--- config.mk ---
export PLATFORM = sky130hd
export DESIGN_NAME = ahb_req_arbiter
export DESIGN_NICKNAME = d
export VERILOG_FILES = /design/src/rtl/ahb_pkg.sv /design/src/rtl/rr_arbiter.sv /design/src/rtl/ahb_req_arbiter.sv
export SDC_FILE = /design/constraint.sdc
export NUM_CORES = 1
export LEC_CHECK = 0
export ABC_CLOCK_PERIOD_IN_PS = 3100
export CAP_MARGIN = 25
export CORE_AREA = 8 8 162 164
export DETAILED_ROUTE_END_ITERATION = 7
export DIE_AREA = 0 0 170 172
export GPL_TIMING_DRIVEN = 1
export PLACE_DENSITY_LB_ADDON = 0.1
export REMOVE_ABC_BUFFERS = 1
export SYNTH_ARGS = -nofsm -noshare
export SYNTH_HDL_FRONTEND = slang
export SYNTH_HIERARCHICAL = 1
export SYNTH_SLANG_ARGS = --single-unit
--- constraint.sdc ---
create_clock -name HCLK -period 3.1 [get_ports HCLK]
set_input_delay 0.465 -clock HCLK [delete_from_list [all_inputs] [get_ports HCLK]]
set_output_delay 0.465 -clock HCLK [all_outputs]
set_load 0.1 [all_outputs]
--- src/rtl/ahb_pkg.sv ---
// Shared AHB encodings, arbiter state type and burst-length decode.
package ahb_pkg;

  localparam logic [1:0] HTRANS_IDLE   = 2'b00;
  localparam logic [1:0] HTRANS_BUSY   = 2'b01;
  localparam logic [1:0] HTRANS_NONSEQ = 2'b10;
  localparam logic [1:0] HTRANS_SEQ    = 2'b11;

  localparam logic [2:0] HBURST_SINGLE = 3'b000;
  localparam logic [2:0] HBURST_INCR   = 3'b001;
  localparam logic [2:0] HBURST_WRAP4  = 3'b010;
  localparam logic [2:0] HBURST_INCR4  = 3'b011;
  localparam logic [2:0] HBURST_WRAP8  = 3'b100;
  localparam logic [2:0] HBURST_INCR8  = 3'b101;
  localparam logic [2:0] HBURST_WRAP16 = 3'b110;
  localparam logic [2:0] HBURST_INCR16 = 3'b111;

  typedef enum logic [1:0] {
    ARB_IDLE   = 2'd0,
    ARB_NONSEQ = 2'd1,
    ARB_SEQ    = 2'd2,
    ARB_BUSY   = 2'd3
  } arb_state_e;

  // Beats in a burst; undefined-length INCR is treated as a single beat.
  function automatic logic [4:0] burst_len(input logic [2:0] hburst);
    logic [4:0] len;
    case (hburst)
      HBURST_SINGLE, HBURST_INCR:   len = 5'd1;
      HBURST_WRAP4,  HBURST_INCR4:  len = 5'd4;
      HBURST_WRAP8,  HBURST_INCR8:  len = 5'd8;
      HBURST_WRAP16, HBURST_INCR16: len = 5'd16;
      default:                      len = 5'd1;
    endcase
    return len;
  endfunction

endpackage

--- src/rtl/rr_arbiter.sv ---
// Combinational round-robin pick: first request found searching upward
// from last_grant+1, wrapping modulo N_REQ.
module rr_arbiter #(
  parameter int N_REQ = 4,
  parameter int IDX_W = $clog2(N_REQ)
) (
  input  logic [N_REQ-1:0] req,
  input  logic [IDX_W-1:0] last_grant,
  output logic [N_REQ-1:0] gnt
);

  logic             found;
  logic [IDX_W-1:0] idx;

  // Rotating priority scan producing a one-hot grant.
  // NOTE: every variable written here gets a default first, so no path
  // leaves a value unassigned and no latch is inferred.
  always_comb begin
    gnt   = '0;
    found = 1'b0;
    idx   = '0;
    for (int off = 1; off <= N_REQ; off++) begin
      idx = IDX_W'((int'(last_grant) + off) % N_REQ);
      if (!found && req[idx]) begin
        gnt[idx] = 1'b1;
        found    = 1'b1;
      end
    end
  end

endmodule

--- src/rtl/ahb_req_arbiter.sv ---
// Shares one AHB-Lite master port between N_REQ requesters. A grant is
// taken only from ARB_IDLE and held for the whole burst.
module ahb_req_arbiter
  import ahb_pkg::*;
#(
  parameter int N_REQ = 4
) (
  input  logic                 HCLK,
  input  logic                 HRESETn,
  input  logic [N_REQ-1:0]     REQ_VALID,
  input  logic [N_REQ*32-1:0]  REQ_ADDR,
  input  logic [N_REQ*32-1:0]  REQ_WDATA,
  input  logic [N_REQ-1:0]     REQ_WRITE,
  input  logic [N_REQ*2-1:0]   REQ_SIZE,
  input  logic [N_REQ*3-1:0]   REQ_BURST,
  output logic [N_REQ-1:0]     REQ_GNT,
  output logic [N_REQ-1:0]     REQ_DONE,
  output logic [N_REQ-1:0]     REQ_ERR,
  output logic [31:0]          REQ_RDATA,
  output logic [31:0]          M_PADDR,
  output logic [31:0]          M_PWDATA,
  output logic                 M_PWRITE,
  output logic [1:0]           M_PSIZE,
  output logic [1:0]           M_PTRANS,
  output logic [2:0]           M_PBURST,
  input  logic                 M_PREADY,
  input  logic                 M_PRESP,
  input  logic [31:0]          M_PRDATA
);

  localparam int         IDX_W    = $clog2(N_REQ);
  localparam logic [4:0] BEAT_MAX = 5'd16;

  arb_state_e        state;
  logic [N_REQ-1:0]  gnt_q;
  logic [IDX_W-1:0]  g_idx;
  logic [IDX_W-1:0]  last_grant;
  logic [4:0]        beat_cnt;

  logic [N_REQ-1:0]  pick;
  logic [IDX_W-1:0]  pick_idx;
  logic              in_grant;
  logic              g_valid;
  logic [4:0]        g_len;
  logic              beat_fire;
  logic              last_beat;
  logic [4:0]        beat_next;

  rr_arbiter #(
    .N_REQ (N_REQ),
    .IDX_W (IDX_W)
  ) u_rr (
    .req        (REQ_VALID),
    .last_grant (last_grant),
    .gnt        (pick)
  );

  // One-hot pick to index, used to steer the output mux.
  always_comb begin
    pick_idx = '0;
    for (int i = 0; i < N_REQ; i++) begin
      if (pick[i]) pick_idx = IDX_W'(i);
    end
  end

  // Beat bookkeeping for the currently granted requester. In ARB_SEQ a
  // beat only completes while that requester still has VALID high.
  always_comb begin
    in_grant  = (state != ARB_IDLE);
    g_valid   = REQ_VALID[g_idx];
    g_len     = burst_len(REQ_BURST[g_idx*3 +: 3]);
    beat_fire = M_PREADY && ((state == ARB_NONSEQ) ||
                             ((state == ARB_SEQ) && g_valid));
    last_beat = (beat_cnt + 5'd1) >= g_len;
    beat_next = (beat_cnt >= BEAT_MAX) ? BEAT_MAX : beat_cnt + 5'd1;
  end

  // Master-port drive: mux of the granted requester, zero when idle.
  always_comb begin
    M_PADDR   = in_grant ? REQ_ADDR[g_idx*32 +: 32]  : 32'd0;
    M_PWDATA  = in_grant ? REQ_WDATA[g_idx*32 +: 32] : 32'd0;
    M_PWRITE  = in_grant ? REQ_WRITE[g_idx]          : 1'b0;
    M_PSIZE   = in_grant ? REQ_SIZE[g_idx*2 +: 2]    : 2'd0;
    M_PBURST  = in_grant ? REQ_BURST[g_idx*3 +: 3]   : 3'd0;
    case (state)
      ARB_NONSEQ: M_PTRANS = HTRANS_NONSEQ;
      ARB_SEQ:    M_PTRANS = HTRANS_SEQ;
      ARB_BUSY:   M_PTRANS = HTRANS_BUSY;
      default:    M_PTRANS = HTRANS_IDLE;
    endcase
    REQ_GNT   = gnt_q;
    REQ_DONE  = (beat_fire && !M_PRESP) ? gnt_q : '0;
    REQ_ERR   = (beat_fire &&  M_PRESP) ? gnt_q : '0;
    REQ_RDATA = beat_fire ? M_PRDATA : 32'd0;
  end

  // Arbitration and burst FSM.
  // NOTE: sequential state uses non-blocking assignments so every register
  // samples pre-edge values regardless of statement order.
  always_ff @(posedge HCLK or negedge HRESETn) begin
    if (!HRESETn) begin
      state      <= ARB_IDLE;
      gnt_q      <= '0;
      g_idx      <= '0;
      beat_cnt   <= '0;
      last_grant <= IDX_W'(N_REQ - 1);
    end else begin
      case (state)
        ARB_IDLE: begin
          if (|REQ_VALID) begin
            gnt_q    <= pick;
            g_idx    <= pick_idx;
            beat_cnt <= '0;
            state    <= ARB_NONSEQ;
          end
        end
        ARB_NONSEQ, ARB_SEQ: begin
          if (beat_fire) begin
            beat_cnt <= beat_next;
            if (M_PRESP || last_beat) begin
              state      <= ARB_IDLE;
              gnt_q      <= '0;
              last_grant <= g_idx;
            end else begin
              state <= ARB_SEQ;
            end
          end else if ((state == ARB_SEQ) && !g_valid) begin
            state <= ARB_BUSY;
          end
        end
        ARB_BUSY: begin
          if (g_valid) state <= ARB_SEQ;
        end
        default: state <= ARB_IDLE;
      endcase
    end
  end

endmodule

Word level (Yosys, flattened, before mapping)
Memories as Yosys holds them, arrays and structs flattened.
Cells that the tools add are included.
- bits of input ports: 320
- bits in read-only memories: 32
- register bits: 15
- output and inout port bits: 116
- word-level logic and storage cells: 120
- memories kept: 1
- memories (name ; words ; bits a word ; read ports ; clocked after Yosys merged registers in ; write ports ; line ; RTL):
    (no name shown) ; 8 ; 4 ; 1 ; 0 ; 0 ; ahb_pkg.sv:28 ; case (hburst)
- bitwise logic cells: 3
- reduce and logical (&&, ||, !) cells: 29
- shift-type cells: 4
- multipliers: 1
- order comparisons: 11
- equality and inequality tests: 8
- muxes and demuxes: 53
- $add $sub $neg: 5
- operators with widths (operator ; number):
    $shiftx 128x8->32 ; 2
    $mux 32 ; 3
    $mux 4 ; 9
    $mux 2 ; 8
    $lt 2x3->1 const B ; 5
    $mux 1 ; 15
    $mux 5 ; 3
    $bmux 1 s2 ; 6
    $logic_and 1x1->1 ; 12
    $or 4x4->4 ; 3
    $pmux 2 s3 ; 2
    $shiftx 12x5->3 ; 1
    $pmux 5 s2 ; 1
    $reduce_and 3->1 ; 3
    $demux 1 s2 ; 4
    $ge 2x1->1 const B ; 4
    $ne 2x2->1 const B ; 4
    $pmux 4 s2 ; 1
    $shiftx 8x4->2 ; 1
    $add 5x1->5 const B ; 1
    $ge 5x5->1 ; 1
    $ge 5x5->1 const B ; 1
    $logic_not 1->1 ; 5
    $add 2x1->2 const B ; 2
    other kinds (13) ; 17

Depth between registers and ports, before layout
Gate-level depths: netlist of run 1.
- word-level depth: 16
- depth in mapped cells: 10

Hierarchy
Netlist of run 1, hierarchy kept.
- by module, submodules not included (module ; area each (µm²) ; cells each ; times used ; seq. area each (µm²)):
    ahb_req_arbiter ; 3457.1 ; 318 ; 1 ; 377.9
    rr_arbiter ; 357.8 ; 38 ; 1 ; 0.0

Least setup slack after synthesis of run 1
No wires, ideal clock.
- path kind: flip-flop to output port
- start: register g_idx[1]
- end: output port M_PADDR[0]
- data required time: 2635 ps
- buffers on the path: 2
- setup slack: 101 ps
- stages on the path, launching flop included: 5
- arrival: 2534 ps
- path through: dfrtp_1 > clkbuf_1 > clkbuf_1 > mux4_2 > nor2b_1
- cells in the longest elaborated chain, start to end: 2
- RTL lines (item ; line ; RTL):
    start: declaration ; ahb_req_arbiter.sv:36 ; logic [IDX_W-1:0] g_idx;
    start signal: assignment ; ahb_req_arbiter.sv:112 ; g_idx <= pick_idx;
    $shiftx 128x8->32 ; ahb_req_arbiter.sv:80 ; M_PADDR = in_grant ? REQ_ADDR[g_idx*32 +: 32] : 32'd0;
    $mux 32 ; ahb_req_arbiter.sv:80 ;
    end: declaration ; ahb_req_arbiter.sv:20 ; output logic [31:0] M_PADDR,
No other way between the ends.

Worst setup path after layout of run 1
- start: input port REQ_VALID[1]
- end: output port REQ_RDATA[29]
- cells in the longest elaborated chain, start to end: 6
- RTL lines (item ; line ; RTL):
    start: declaration ; ahb_req_arbiter.sv:10 ; input logic [N_REQ-1:0] REQ_VALID,
    $bmux 1 s2 ; ahb_req_arbiter.sv:70 ; g_valid = REQ_VALID[g_idx];
    $mux 1 (implied by the code) ; ahb_req_arbiter.sv:70 ;
    $logic_and 1x1->1 ; ahb_req_arbiter.sv:73 ; ((state == ARB_SEQ) && g_valid));
    $logic_or 1x1->1 ; ahb_req_arbiter.sv:72 ; beat_fire = M_PREADY && ((state == ARB_NONSEQ) ||
    $logic_and 1x1->1 ; ahb_req_arbiter.sv:72 ;
    $mux 32 ; ahb_req_arbiter.sv:94 ; REQ_RDATA = beat_fire ? M_PRDATA : 32'd0;
    end: declaration ; ahb_req_arbiter.sv:19 ; output logic [31:0] REQ_RDATA,
No other way between the ends. The select of a mux whose other input is x is not followed.

==> summary by stage, run 1 <==
Run status
The flow ran to the end, and the final reports show no timing, DRC or antenna violations.

Clocking
After clock tree synthesis, the flow added hold-fix buffers numbering 0. The clock-pin slew of the registers on the worst-case setup and hold paths is 50 ps. Gates resized during post-CTS repair numbered 0.

Counting every sink on the clock net gives 15. TritonCTS built the clock tree. Buffers added to address setup during post-CTS repair amount to 0. The clock reaches the later pin of the worst-skew pair after 250 ps. The H-tree depth is 1. The CTS root buffer is clkbuf_16. The number of clock buffers inserted by TritonCTS is 3. The clock passes through at most 2 buffers.

Global routing
The number of global-route vias before repair is 5236. The number of antenna violations at the first check in global routing is 5. The met1 track utilization from global routing is 20.0%.

The first global-routing pass estimated 36800 um of wire. The all-layer global routing usage is 17.2%. The total overflow left after global routing is 0. Entering global routing, the biggest net connects 52 pins. For met2 alone, demand over resource in global routing was 31.1%. The routing usage on met3 is 6.21%.

The layer with the highest usage after global routing is met2.

Setup path
The data required time of the worst path is 2630 ps. The setup slack of the most critical reg-to-reg path is 300 ps. The startpoint identified for the worst register-to-register timing path is last_grant[0]. For the worst setup path, the data arrival time is 2470 ps.

The biggest fanout along the worst timing path is 23. The class of the most critical setup path is input pin to output pin. The startpoint kind of the worst setup timing path is an input pin. The source of the critical timing path is REQ_VALID[1]. The endpoint type of the worst setup path is an output pin. The worst register-to-register path ends at g_idx[0].

Counting cells, the worst reg-to-reg path comes to 9.

Finish
The final layout contains 1118 nets. After the flow finishes, the layout carries non-filler instances totaling 1102. The sequential cells in the finished layout cover a total of 385 um^2. The number of filler instances in the final layout is 2304. The core occupancy in the finished layout is 40.8%. The antenna diode count is 0. Relative to the synthesized area, the layout overhead comes to 155%. The area of the multi-input gates is 3230 um^2. The fraction of layout cells with a size suffix above 1 is 28.3%.

Synth
Counting flops with an async set or reset pin after synthesis yields a share of 100%. The sequential fraction of the synthesis area is 9.90%. The summed instance area of the synthesized netlist is 3810 um^2.

The cell count after synthesis is 356. The warning count from the yosys run is 6. In the post-synthesis netlist, the biggest area contributors are mux4_2 43%, nor2b_1 12%, dfrtp_1 8.5%, and2_1 6.2%, ha_1 6.2%. The post-synthesis cell type count is 40.

The number of enable-type register cells in the synthesized netlist is 0. The share of the synthesized area in the top cell type is 43.1%. The synthesized design spends more area on one cell type than any other, namely mux4_2.

The most used flip-flop cell after synthesis is dfrtp_1. The post-synthesis sequential element count is 15. In this run the mean area of a mapped cell was 10.7 um^2.

Drt
Using the TritonRoute via totals, the vias-per-cell ratio works out to 4.31. The mean routed wirelength per cell is 24.6 um. The detailed router finished its first iteration with 274 violations.

In the routed design, unresolved DRC markers number 0. The routed via count is 4750. Summed over all layers, the routed wires come to 27200 um.

The count of nets left with antenna violations once routing finished came out at 0. The number of detailed-routing iterations run before antenna repair is 4.

Timing
Across the routed clock network, the largest skew measured is 1.75 ps. Setup repair after global routing left no endpoint under its margin. For the pin with the worst max-slew slack, the measured transition is 713 ps.

In the finished design, the share of the clock period the worst path needs comes to 94.8%. Setup violations remaining at the end of the flow were counted as 0. The final-report max-slew violation count came to 0.

Across all hold checks on the routed design, the worst slack comes to 530 ps. The top achievable clock speed is 340 MHz. The minimum setup slack in the final design is 162 ps.

After layout, the minimum clock period comes to 2940 ps. The headroom to the max-slew limit is 52.3%. The number of hold-slack violations in the final timing report is 0.

Placement
The HPWL after detailed placement is 24500 um. The routability-driven placement congestion ratio is 0.874. The cell total after placement is 1098.

Timing analysis after detailed placement gives a worst setup slack of 141 ps. In this run the tool buffered the top-level ports with 435 buffer cells.

Die
The die is 172 um tall. The floorplan step defined a core boundary enclosing 23800 um^2. Once the floorplan was initialized, standard cells occupied 16.0% of the core. The floorplan has 57 rows. 436 I/O pins were placed. The width of the die is 170 um. The die covers 29200 um^2.

Hold path
The hold-critical path depth is 1. The path class of the tightest hold or removal check is flop to flop. The destination of the worst hold path is beat_cnt[4]. The startpoint of the most critical hold path is beat_cnt[4].

Power
Power comes to 12.6 mW. Power spread over the standard cell area amounts to 1300 nW/um^2. In this run the static leakage power is 3.68 nW. IR analysis of the VDD net gives a maximum drop of 560 uV.

Job
The number of max-cap violations is 0.
[sequential cells by signal (all words and copies together), names as in the netlist]
name and count:
g_idx 2, state 2, last_grant 2, beat_cnt 5, REQ_GNT 4
[power breakdown]
part           total [mW]  switching, mW  internal, mW  leakage (nW)
combinational        12.0           7.60          4.36          3.45
sequential          0.432          0.147         0.285         0.189
clock               0.251         0.0772         0.174        0.0382
[cells by family (layout without fill, tap and decap cells)]
family	after synthesis	in the layout	share of synthesized area (%)
AND/OR/NAND/NOR	153	153	24.2
multiplexers	78	78	45.4
buffers and inverters	46	468	5.38
AO/OA/AOI/OAI	42	42	8.20
adder cells (fa/ha/maj)	19	19	6.23
flip-flops	15	15	9.90
XOR/XNOR	3	3	0.689
[metal layers]
metal	wire, um	vias to the layer above
met5	31	-
met2	14400	237
met4	161	6
li1	-	2199
met3	2410	17
met1	10100	2291
[layout by cell type, fill, tap and decap left out, types with 2 or more instances in the layout]
cell type / synthesis / final
clkdlybuf4s50_1: 0 / 319
buf_12: 0 / 112
mux4_2: 73 / 73
nor2b_1: 71 / 71
and2_1: 38 / 38
ha_1: 19 / 18
buf_4: 0 / 18
inv_1: 15 / 15
nand2_1: 13 / 13
dfrtp_1: 13 / 11
o21ai_0: 8 / 8
a21oi_1: 8 / 8
nor2_1: 7 / 7
nand2b_1: 6 / 6
nor3b_1: 5 / 5
o211ai_1: 5 / 5
a32oi_1: 4 / 4
nand3_1: 4 / 4
and3_1: 4 / 4
o21ai_1: 3 / 3
mux2_2: 3 / 3
clkbuf_16: 0 / 3
xnor2_1: 2 / 2
a211oi_1: 2 / 2
nor4_1: 2 / 2
o31ai_1: 2 / 2
o41ai_1: 2 / 2
dfrtp_4: 0 / 2
dfstp_2: 2 / 2
mux4_1: 2 / 2
[Yosys cell counts, types with 5 or more instances]
cell type / number
nor2_1: 7
buf_2: 8
dfrtp_1: 13
nand2_1: 13
and2_1: 38
nor2b_1: 71
o211ai_1: 5
ha_1: 19
nor3b_1: 5
o21ai_0: 8
nand2b_1: 6
a21oi_1: 8
inv_1: 15
clkbuf_1: 20
mux4_2: 73
[worst max-delay path: stages]
cell and delay [ps]:
clkdlybuf4s50_1 530, mux4_2 500, a31o_2 380, buf_4 220, and2_1 200, buf_12 170
[how the worst max path moves through the flow]
stage	end	slack, ps	cells past startpoint
floorplan	REQ_DONE[0]	-2220	4
global placement	REQ_RDATA[6]	230	6
detailed placement	REQ_RDATA[29]	140	6
CTS	REQ_RDATA[29]	140	6
global route	REQ_RDATA[29]	50	6
finish	REQ_RDATA[29]	160	6
[stage by stage]
stage	TNS (ps)	area, um^2
2_1_floorplan	-245950	3670
3_3_place_gp	0	9650
3_5_place_dp	0	9650
4_1_cts	0	9730
5_1_grt	0	9730
6_report	0	9730
[layout make-up]
type / instances / area share, %
repair buffers: 449 / 57.2
multi-input cells: 295 / 33.2
well taps: 324 / 4.17
flip-flops and latches: 15 / 3.96
clock buffers: 4 / 0.810
inverters: 15 / 0.579
Power figures use the tool's default switching activity.
==> run 2, diff against run 1 <==
CORE_AREA = 8 8 165 167   (was 8 8 162 164)
DIE_AREA = 0 0 173 175   (was 0 0 170 172)
DONT_BUFFER_PORTS = 1   (was unset)
==> run 2 against run 1 <==
Effect of this change:
- worst setup slack better by 170 ps
- first-iteration DRC count is 46% lower
- maximum frequency is 6.3% higher
- clock skew is 1.7 ps higher
- final cell count is 28% lower
- sequential share of layout area is 2.6 points higher
- clock-buffer cell count stayed put
- global-route usage is 4.6 points lower
- non-clock buffer count is 326 lower
- register-to-register slack better by 50 ps
- design area is 40% lower
- die area is 3.5% higher
- critical endpoint is now REQ_DONE[1]
- highest routed layer unchanged
==> summary by stage, run 2 (same netlist as run 1, synthesis figures left out) <==
Finish
The area of the multi-input gates is 3430 um^2 (+6.0%). The top cell types in the final layout, fill and taps aside, are 80 x buf_4, 73 x mux4_2, 70 x nor2b_2. The layout-stage area growth over the synthesis result is 53.0%. The number of nets in the layout is 792 (-29%). The fraction of layout cells with a size suffix above 1 is 62.4% (+34 points). The core occupancy in the finished layout came to 23.7% (-17 points). More flip-flops sit in one register than any other, and that register is beat_cnt. The library cell used most frequently in the layout, excluding fill and tap cells, is buf_4.

The number of filler instances in the final layout is 2674 (+16%). The flip-flop count of the largest register after layout is 5 (unchanged). The post-layout instance count excluding filler cells came to 791 (-28%). The area taken by flip-flops and latches was 385 um^2 (unchanged).

Global routing
The number of antenna violations at the first check in global routing is 11 (+6). The global-route met2 utilization came to 22.7% (-8.4 points). The largest net degree at the start of global routing is 45 (-13%). The number of global-route vias before repair is 4099 (-22%). The remaining global-route overflow is 0 (unchanged). The all-layer global routing usage is 12.6% (-4.6 points). met2 is the most crowded layer.

The routing usage on met3 is 7.17% (+0.96 points). The met1 track utilization from global routing is 13.0% (-6.9 points). The first-pass GRT wire length is 29100 um (-21%).

Timing
Setup repair after global routing left no endpoint under its margin. The pin slew with the least headroom to its limit is 683 ps (-30.5 ps). The clock skew was 3.45 ps (+1.71 ps). The final setup violation count is 0 (unchanged).

The final-report max-slew violation count is 0 (unchanged). The top achievable clock speed is 362 MHz (+6.3%). The post-route setup TNS is 0 ps (unchanged). The share of the cycle needed by the critical path after routing is 89.1% (-5.6 points). The headroom to the max-slew limit was 54.5% (+2.2 points). The post-route minimum period is 2760 ps (-175 ps). The minimum setup slack in the final design came to 337 ps (+175 ps).

The number of hold-slack violations in the final timing report came to 0 (unchanged).

Clocking
The CTS tree is yes. The source-to-sink clock delay at the later pin of the worst-skew pair is 240 ps (about the same). The clock-pin slew of the registers on the worst-case setup and hold paths is 50 ps (about the same). The total setup buffers inserted after CTS came to 0 (unchanged). The sink count of the clock tree came to 15 (unchanged).

The CTS root buffer is clkbuf_16. The maximum clock insertion buffer count is 2 (unchanged). The H-tree depth is 1 (unchanged). The number of clock buffers inserted by TritonCTS is 3 (unchanged).

Die
The number of core rows is 58 (+1.8%). The count of pins on the block boundary is 436 (unchanged). The width of the die came to 173 um (+1.8%). The full die area is 30300 um^2 (+3.5%). The area of the core is 24700 um^2 (+3.6%). The starting density of the core is 15.5% (-0.55 points). The chip height is 175 um (+1.7%).

Setup path
The worst setup path is captured at an output pin. The signal on the critical path passes through mux4_2 > a31o_4 > nor2b_1 > and2_1 > buf_12. In this design, the largest share of critical-path delay is due to multiplexers. The critical path arrival is 2300 ps (-170 ps).

The biggest fanout along the worst timing path is 38 (+65%). The number of buffers and inverters on the critical path is 1 (-2). The critical path starts at g_idx[0]. The data required time of the worst path is 2630 ps (about the same). The critical path is of the flop to output pin type. The startpoint of the most critical register-to-register path is last_grant[0]. Among all stages on the critical path, the largest delay is contributed by mux4_2. The delay of the slowest critical-path stage was 600 ps (+70 ps). The startpoint kind of the worst setup timing path is a flop.

Run status
The flow ran to the end, and the final reports show no timing, DRC or antenna violations.

Drt
The DRC violation total after the first TritonRoute iteration is 147 (-46%). The average vias per placed instance was 4.43 (+2.9%). The routed via count is 3508 (-26%). The DRC violations left was 0 (unchanged). The number of nets with antenna violations after detailed routing is 0 (unchanged). The number of detailed-routing iterations run before antenna repair is 4 (unchanged).

The wire length after detailed routing is 20600 um (-24%). The mean routed wirelength per cell is 26.1 um (+5.9%).

Placement
The worst setup slack before clock tree synthesis is 348 ps (+207 ps). The routability-driven placement congestion ratio is 0.819 (-6.3%). The cell total after placement came to 777 (-29%). The count of input and output buffers is 0 (-100%). The HPWL after detailed placement is 18400 um (-25%).

Hold path
The path class of the lowest-slack min-delay path is input pin to async pin.

Job
The number of max-cap violations is 0 (unchanged).
==> run 2: repair_timing <==
action | CTS | global route
hold buffers | 1 | 0
endpoints found under the hold margin | 13 | 0
resized for setup | 0 | 1
endpoints found under the setup margin | 0 | 3
==> run 2: through the flow <==
step           cell area (um^2)  hold WS (ps)
2_1_floorplan              3670           169
6_report                   5840          62.2
3_3_place_gp               5720           171
4_1_cts                    5800          57.1
3_5_place_dp               5720           171
5_1_grt                    5820          54.0
==> run 2: path summary, 6_finish.rpt <==
kind                                       to  cells after the start  slack, ps
worst max-delay path              REQ_DONE[1]                      5        340
worst min-delay path            last_grant[1]                      0         60
worst max register to register       g_idx[0]                      9        350
worst min register to register    beat_cnt[4]                      1        530
max in group asynchronous            g_idx[0]                      1       1900
min in group HCLK                 beat_cnt[4]                      1        530
==> run 2: per-layer routing <==
metal  up-vias  wire length [um]
met4         8                51
li1       1556                 -
met2       237             10900
met3        12              2190
met1      1695              7460
met5         -                64
==> run 2: layout make-up <==
cell class	count	share of cell area [%]
Timing Repair Buffer	123	24.9
Multi-Input combinational cell	295	58.7
Sequential cell	15	6.60
Antenna cell	9	0.386
Inverter	15	0.965
Tap cell	330	7.08
Clock buffer	4	1.35
Power of run 2 is not shown: default switching activity piles up to over one toggle a cycle in this logic, so the estimate is an artifact.
